--- config.mk ---
export PLATFORM = sky130hd
export DESIGN_NAME = fetch_unit
export DESIGN_NICKNAME = d
export VERILOG_FILES = /design/src/rtl/fetch_unit.sv
export SDC_FILE = /design/constraint.sdc
export NUM_CORES = 1
export LEC_CHECK = 0
export ABC_AREA = 0
export BUFFER_PORTS_ARGS = -buffer_cell sky130_fd_sc_hd__buf_2
export CAP_MARGIN = 20
export CELL_PAD_IN_SITES_DETAIL_PLACEMENT = 0
export CELL_PAD_IN_SITES_GLOBAL_PLACEMENT = 1
export CORE_MARGIN = 8
export CORE_UTILIZATION = 38
export CTS_CLUSTER_DIAMETER = 40
export DETAILED_ROUTE_END_ITERATION = 12
export GPL_TIMING_DRIVEN = 0
export PLACE_DENSITY = 0.8
export SLEW_MARGIN = 40
export SYNTH_ARGS = -nofsm -noshare
export SYNTH_HDL_FRONTEND = slang
export SYNTH_SLANG_ARGS = --single-unit
--- constraint.sdc ---
create_clock -name clk -period 8.1 [get_ports clk]
set_input_delay 0.405 -clock clk [delete_from_list [all_inputs] [get_ports clk]]
set_output_delay 0.405 -clock clk [all_outputs]
set_load 0.02 [all_outputs]
--- src/rtl/fetch_unit.sv ---
// fetch_unit: RV32I IF stage - PC generation, imem req/ack, instruction FIFO.
// Optional macro FETCH_MISALIGN_TRAP_EN: o_misaligned, fetch frozen on misaligned redirect.
module fetch_unit #(
    parameter logic [31:0] RESET_PC   = 32'h0000_0000,
    parameter int          FIFO_DEPTH = 2
) (
    input  logic        clk,
    input  logic        rst_n,
    output logic        o_imem_req,
    output logic [31:0] o_imem_addr,
    input  logic        i_imem_ack,
    input  logic [31:0] i_imem_rdata,
    input  logic        i_stall,
    input  logic        i_flush,
    input  logic [31:0] i_branch_pc,
`ifdef FETCH_MISALIGN_TRAP_EN
    output logic        o_misaligned,
`endif
    output logic [31:0] o_instr,
    output logic [31:0] o_pc,
    output logic        o_ce
);

    localparam int AW = (FIFO_DEPTH == 4) ? 2 : 1;
    localparam int CW = AW + 1;
    localparam logic [CW-1:0] DEPTH_C = CW'(FIFO_DEPTH);
    localparam logic [31:0] NOP = 32'h0000_0013;

    typedef enum logic [1:0] {S_IDLE, S_REQ, S_DRAIN} state_t;

    state_t         r_state;
    state_t         w_state_nxt;
    logic [31:0]    r_addr;
    logic [31:0]    r_fifo_pc    [FIFO_DEPTH];
    logic [31:0]    r_fifo_instr [FIFO_DEPTH];
    logic [AW-1:0]  r_wr_ptr;
    logic [AW-1:0]  r_rd_ptr;
    logic [CW-1:0]  r_count;
    logic [CW-1:0]  w_count_nxt;
    logic           w_push;
    logic           w_pop;
    logic           w_bad;
    logic           w_frozen;
    logic [31:0]    w_target;
    logic [31:0]    r_instr;
    logic [31:0]    r_pc;
    logic           r_ce;

    assign w_target = i_branch_pc & 32'hFFFF_FFFC;
    assign w_push   = (r_state == S_REQ) && i_imem_ack && !i_flush;
    assign w_pop    = !i_flush && !i_stall && (r_count != '0);

`ifdef FETCH_MISALIGN_TRAP_EN
    logic r_mis;
    assign w_bad        = i_flush && (i_branch_pc[1:0] != 2'b00);
    assign w_frozen     = r_mis;
    assign o_misaligned = r_mis;

    // Misaligned-redirect flag: set by a misaligned flush, cleared by an aligned one.
    always_ff @(posedge clk or negedge rst_n) begin
        if (!rst_n)       r_mis <= 1'b0;
        else if (i_flush) r_mis <= w_bad;
    end
`else
    assign w_bad    = 1'b0;
    assign w_frozen = 1'b0;
`endif

    assign o_imem_req  = (r_state == S_REQ);
    assign o_imem_addr = r_addr;
    assign o_instr     = r_instr;
    assign o_pc        = r_pc;
    assign o_ce        = r_ce;

    // FIFO occupancy after this cycle's push/pop (flush empties it).
    always_comb begin
        w_count_nxt = r_count;
        if (i_flush) begin
            w_count_nxt = '0;
        end else if (w_push && !w_pop) begin
            w_count_nxt = r_count + CW'(1);
        end else if (!w_push && w_pop) begin
            w_count_nxt = r_count - CW'(1);
        end
    end

    // Next-state: keep requesting while the buffer has room, redirect on flush.
    always_comb begin
        w_state_nxt = r_state;
        unique case (r_state)
            S_IDLE:  w_state_nxt = S_REQ;
            S_REQ:   if (w_count_nxt >= DEPTH_C) w_state_nxt = S_DRAIN;
            S_DRAIN: if (w_count_nxt < DEPTH_C && !w_frozen) w_state_nxt = S_REQ;
            default: w_state_nxt = S_IDLE;
        endcase
        if (i_flush) w_state_nxt = w_bad ? S_DRAIN : S_REQ;
    end

    // State register.
    always_ff @(posedge clk or negedge rst_n) begin
        if (!rst_n) r_state <= S_IDLE;
        else        r_state <= w_state_nxt;
    end

    // Fetch address: advances on each accepted word, jumps on redirect.
    always_ff @(posedge clk or negedge rst_n) begin
        if (!rst_n)       r_addr <= RESET_PC;
        else if (i_flush) r_addr <= w_target;
        else if (w_push)  r_addr <= r_addr + 32'd4;
    end

    // FIFO payload storage; validity is tracked by the pointers and count.
    always_ff @(posedge clk) begin
        if (w_push) begin
            r_fifo_pc[r_wr_ptr]    <= r_addr;
            r_fifo_instr[r_wr_ptr] <= i_imem_rdata;
        end
    end

    // FIFO pointers and occupancy.
    always_ff @(posedge clk or negedge rst_n) begin
        if (!rst_n) begin
            r_wr_ptr <= '0;
            r_rd_ptr <= '0;
            r_count  <= '0;
        end else begin
            if (i_flush) begin
                r_wr_ptr <= '0;
                r_rd_ptr <= '0;
            end else begin
                if (w_push) r_wr_ptr <= r_wr_ptr + AW'(1);
                if (w_pop)  r_rd_ptr <= r_rd_ptr + AW'(1);
            end
            r_count <= w_count_nxt;
        end
    end

    // IF/ID output register: pops the FIFO head unless stalled, NOP on flush.
    always_ff @(posedge clk or negedge rst_n) begin
        if (!rst_n) begin
            r_instr <= NOP;
            r_pc    <= 32'h0;
            r_ce    <= 1'b0;
        end else if (i_flush) begin
            r_instr <= NOP;
            r_ce    <= 1'b0;
            if (w_bad) r_pc <= i_branch_pc;
        end else if (!i_stall) begin
            r_ce <= w_pop;
            if (w_pop) begin
                r_instr <= r_fifo_instr[r_rd_ptr];
                r_pc    <= r_fifo_pc[r_rd_ptr];
            end
        end
    end

endmodule

Yosys cells after proc, flatten, opt, wreduce, memory -nomap -nowiden
Memories as Yosys holds them, arrays and structs flattened. A register that Yosys moved wholly into a read port is not among the register bits.
Index checks and enable logic that the tools add are counted.
Operators by class
  $add $sub $neg: 5
  magnitude comparators: 2
  equal/unequal tests: 5
  mux-type cells: 20
  bitwise operators: 2
  reduce and logical (&&, ||, !) cells: 18
Operator list (number)
  32-bit 2-to-1 mux: 5
  32-bit by 3-bit adder with 32-bit output (second input constant): 1
  2-bit 2-to-1 mux: 6
  1-bit 2-to-1 mux: 8
  1-bit logical AND: 6
  2-bit one-hot mux with 3 select lines: 1
  2-bit nonzero test: 3
  1-bit logical NOT: 5
  2-bit AND reduction: 2
  3-bit by 1-bit inequality test with 1-bit output (second input constant): 1
  3-bit inequality test (second input constant): 1
  3-bit AND reduction: 1
  1-bit adder (second input constant): 2
  2-bit by 1-bit adder with 2-bit output (second input constant): 1
  2-bit by 1-bit == test with 1-bit output (second input constant): 1
  2-bit == test (second input constant): 1
  2-bit >= comparator (second input constant): 1
  2-bit logical NOT: 1
  2-bit < comparator (second input constant): 1
  2-bit by 1-bit inequality test with 1-bit output (second input constant): 1
  1-bit inverter: 2
  2-bit by 1-bit subtractor with 2-bit output (second input constant): 1
Word-level totals
  bits in registers: 71
  memory bits (writable): 128
  bits of input ports: 69
  output and inout bits: 98
  logic and storage cells: 61
  memories: 2
Memory list
  r_fifo_instr: depth 2, width 32, rd ports 1, clocked after memory_dff 0, wr ports 1, RTL line 35  | logic [31:0] r_fifo_instr [FIFO_DEPTH];
  r_fifo_pc: depth 2, width 32, rd ports 1, clocked after memory_dff 1, wr ports 1, RTL line 34  | logic [31:0] r_fifo_pc [FIFO_DEPTH];

Depth between registers and ports, before layout
  depth in word-level cells: 12
  gate-level depth with buffers: 8
  gate-level depth less buffers: 7

Worst setup path after synthesis
Ideal clock, no wire load.
  path kind: input to register
  from: input port i_flush
  to: memory r_fifo_instr[1][0], enable pin
  library setup time: 0.571 ns
  arrival time: 5.490 ns
  data required time: 7.529 ns
  path slack: 2.038 ns
  cell stages on the path: 4
  path buffers: 3
  cells stage by stage: buf_6 -> clkbuf_1 -> clkbuf_1 -> nor3b_1
Between the ends
  word-level cells in the longest chain between the ends: 4
Ends and longest elaborated chain
  start: declaration: RTL line 14  | input logic i_flush,
  1-bit logical NOT: RTL line 50  | assign w_push = (r_state == S_REQ) && i_imem_ack && !i_flush;
  1-bit logical AND: RTL line 50
  1-bit 2-to-1 mux: RTL line 114  | if (w_push) begin
  1-bit 2-to-1 mux (implied by the code): RTL line 116  | r_fifo_instr[r_wr_ptr] <= i_imem_rdata;
  end: declaration: RTL line 35
Every way passes these cells.

Worst setup path after layout
  from: register r_addr[9], in the netlist o_imem_addr[9]
  to: register r_addr[31], in the netlist o_imem_addr[31]
Between the ends
  word-level cells in the longest chain between the ends: 3
Ends and longest elaborated chain
  start: declaration: RTL line 33  | logic [31:0] r_addr;
  start signal: assignment: RTL line 108  | else if (i_flush) r_addr <= w_target;
  start signal: assignment: RTL line 109  | else if (w_push) r_addr <= r_addr + 32'd4;
  32-bit by 3-bit adder with 32-bit output: RTL line 109
  32-bit 2-to-1 mux: RTL line 109
  32-bit 2-to-1 mux: RTL line 108
Every way passes these cells. The select of a mux whose other input is x is not followed.
A chain may end at the register's enable or synchronous reset.

==> results.md <==
- Min-Delay Path Class: input pin to flop
- Reg2reg start: o_imem_addr[9]
- Slew margin rel.: 43.87%
- Critical Path Start Type: flop
- CTS clk-pin slew, worst paths: 0.06 ns
- GPL Wtd Cong: 0.7802
- Die height: 167.9 um
- Outcome: complete, no violations
- Die X: 167.9 um
- Synth Register Bits: 223
- Post-CTS resize count: 0
- CTS root buf: clkbuf_16
- Worst setup EP type: flop
- Post-route clock period utilization: 32.85%
- Clock buffer count from CTS: 31
- I/O pin total: 167
- Port-buffer cells: 159
- Setup violations, final: 0
- Fmax: 375.9 MHz
- # diodes: 0
- Antenna viol nets, final: 0
- Antenna violations before repair: 1
- WP data required: 8.52 ns
- Vias in the first global route: 6073
- Final nets: 923
- Post-route setup slack: 5.439 ns
- Fraction of the yosys area taken by sequential cells: 70.73%
- Count of hold-fix buffers inserted at cts: 1
- Worst-Margin Slew: 0.8419 ns
- Initial drt markers: 305
- Fin Clk Skew: 0.01094 ns
- Pre-CTS setup slack: 5.004 ns
- Hpwl dp: 15.46 mm
- Later-pin clock latency in the skew report: 0.54 ns
- Die footprint: 28200 sq um
- Syn Area/Cell: 13.81 sq um
- Area Overhead vs Synth: 27.31%
- Clock sinks: 223
- Router iterations before antenna repair: 4
- Mapped Cells: 635
- Layout cells sized above 1: 28.31%
- Worst hold start: i_imem_rdata[26]
- Post-CTS setup buffers: 0
- Max FO, Critical Path: 7
- First-pass GRT wire length: 34.29 mm
- Vias/cell: 4.947
- # DRC: 0
- All-Layer GR Usage: 15.36%
- Critical path class: flop to flop
- Pwr dens: 338.0 nW/um^2
- H-tree level count: 1
- # fillers: 2000
- Via count: 5743
- Hold WS: 0.05653 ns
- Max IR drop VDD: 0.2034 mV
- Global route overflow: 0
- EDFF count, synth: 124
- Max cap viols: 0
- Routed Wire Length: 21.90 mm
- Leakage: 4.524 nW
- Pwr Total: 3.774 mW
- WP data arrival: 3.08 ns
- Synth Warn #: 0
- Ys async rst share: 44.39%
- RSZ-0062 raised after global routing: no
- Final Hold Viols: 0
- WL/cell: 18.87 um
- Finished Core Util: 49.33%
- Post-layout min period: 2.661 ns
- Clock tree buffer depth: 3
- Slew Viols, Final: 0
- Synthesized area: 8772 sq um
- Cell row count: 55
- Core area: 22640 sq um
- Critical path origin: o_imem_addr[9]
- Distinct cells, synth: 38
- Initial Utilization: 38.75%
- Largest net degree at the start of global routing: 67
- Ys flop type: edfxtp_1
- CTS tree: built
## path summary, 6_finish.rpt
kind | endpoint | slack [ns] | cells after the start
min in group asynchronous | o_instr[27] | 0.33 | 2
hold reg to reg | o_pc[11] | 0.47 | 2
setup reg to reg | o_imem_addr[31] | 5.44 | 6
hold / removal | r_fifo_instr[1][26] | 0.06 | 1
setup / recovery | o_imem_addr[31] | 5.44 | 6
max in group asynchronous | o_instr[4] | 7.09 | 3
## cell families after synthesis
| logic type | share of synthesized area [%] |
|---|---|
| AND/OR/NAND/NOR | 9.756 |
| XOR/XNOR | 3.395 |
| buffers and inverters | 2.439 |
| flip-flops | 70.73 |
| other | 0.04275 |
| multiplexers | 7.574 |
| adder cells (fa/ha/maj) | 0.2852 |
| AO/OA/AOI/OAI | 5.777 |
## critical path, cell delays in order, from the launching register on
cell	delay [ns]
dfrtp_1	0.46
and3_1	0.19
clkbuf_1	0.23
nand4_1	0.46
nor4b_1	0.80
xor2_1	0.12
mux2_2	0.28
## cell type report
cell class | instances | area (sq um) | share of cell area [%]
repair buffers | 181 | 978.4 | 8.761
multi-input cells | 367 | 2375 | 21.26
well taps | 285 | 356.6 | 3.193
inverters | 8 | 30.03 | 0.2689
flip-flops and latches | 223 | 6205 | 55.56
clock inverters | 19 | 227.7 | 2.039
clock buffers | 38 | 812.0 | 7.271
plain buffers | 40 | 183.9 | 1.647
## cell usage in the layout (no fill, tap or decap), drive strengths merged, types with 4 or more instances in the layout
master	instances
buf	194
edfxtp	124
dfrtp	96
o21ai	87
nand2	67
clkbuf	64
mux2i	63
nand3b	30
xnor2	22
nor2	16
xor2	12
inv	12
nand4	10
nor4	9
clkinv	9
nor3	8
nand3	7
conb	4
bufinv	4
or3	4
## registers in the layout, indices dropped and copies added, names as in the netlist
name and cells:
o_instr 32, r_wr_ptr 1, o_imem_addr 30, r_count 2, r_rd_ptr 1, r_state 2
o_ce 1, r_fifo_pc 60, r_fifo_instr 64, o_pc 30
## routing by layer
layer	vias up	track usage [%]	wire length, um
met5	-	0	10
met4	2	3.610	337
met3	32	4.093	1569
met2	166	25.49	10390
met1	2802	19.78	9600
li1	2741	-	-
## synthesized netlist by cell type (3+ instances only)
cell      number  area [sq um]
a211o_1        3         26.28
a21oi_1        3         15.01
and3_1         3         18.77
buf_1          5         18.77
buf_2          3         15.01
buf_4          4         30.03
clkbuf_1      26         97.59
dfrtp_1       96          2402
dfstp_2        3         78.83
edfxtp_1     124          3724
inv_1          8         30.03
mux2_2         3         33.78
mux2i_1       63         630.6
nand2_1       67         251.5
nand3_1        7         35.03
nand3b_1      30         225.2
nand4_1       10         62.56
nor2_1        16         60.06
nor3_1         8         40.04
nor4_1         9         56.30
o21ai_0       87         435.4
or3_1          3         18.77
xnor2_1       22         192.7
xor2_1        12         105.1
## power by group
part / leakage, nW / switching [mW] / internal [mW]
sequential: 2.39 / 0.121 / 1.45
combinational: 1.62 / 0.548 / 0.314
clock: 0.506 / 0.499 / 0.845
## through the flow
step                      cells  setup TNS (ns)  instance area, sq um
after floorplan             638               0                  8783
after global placement     1082         -167.64                  9936
after detailed placement   1103               0                 10120
after CTS                  1161               0                 11170
after global routing       1161               0                 11170
final                      1161               0                 11170
Power figures use the tool's default switching activity.
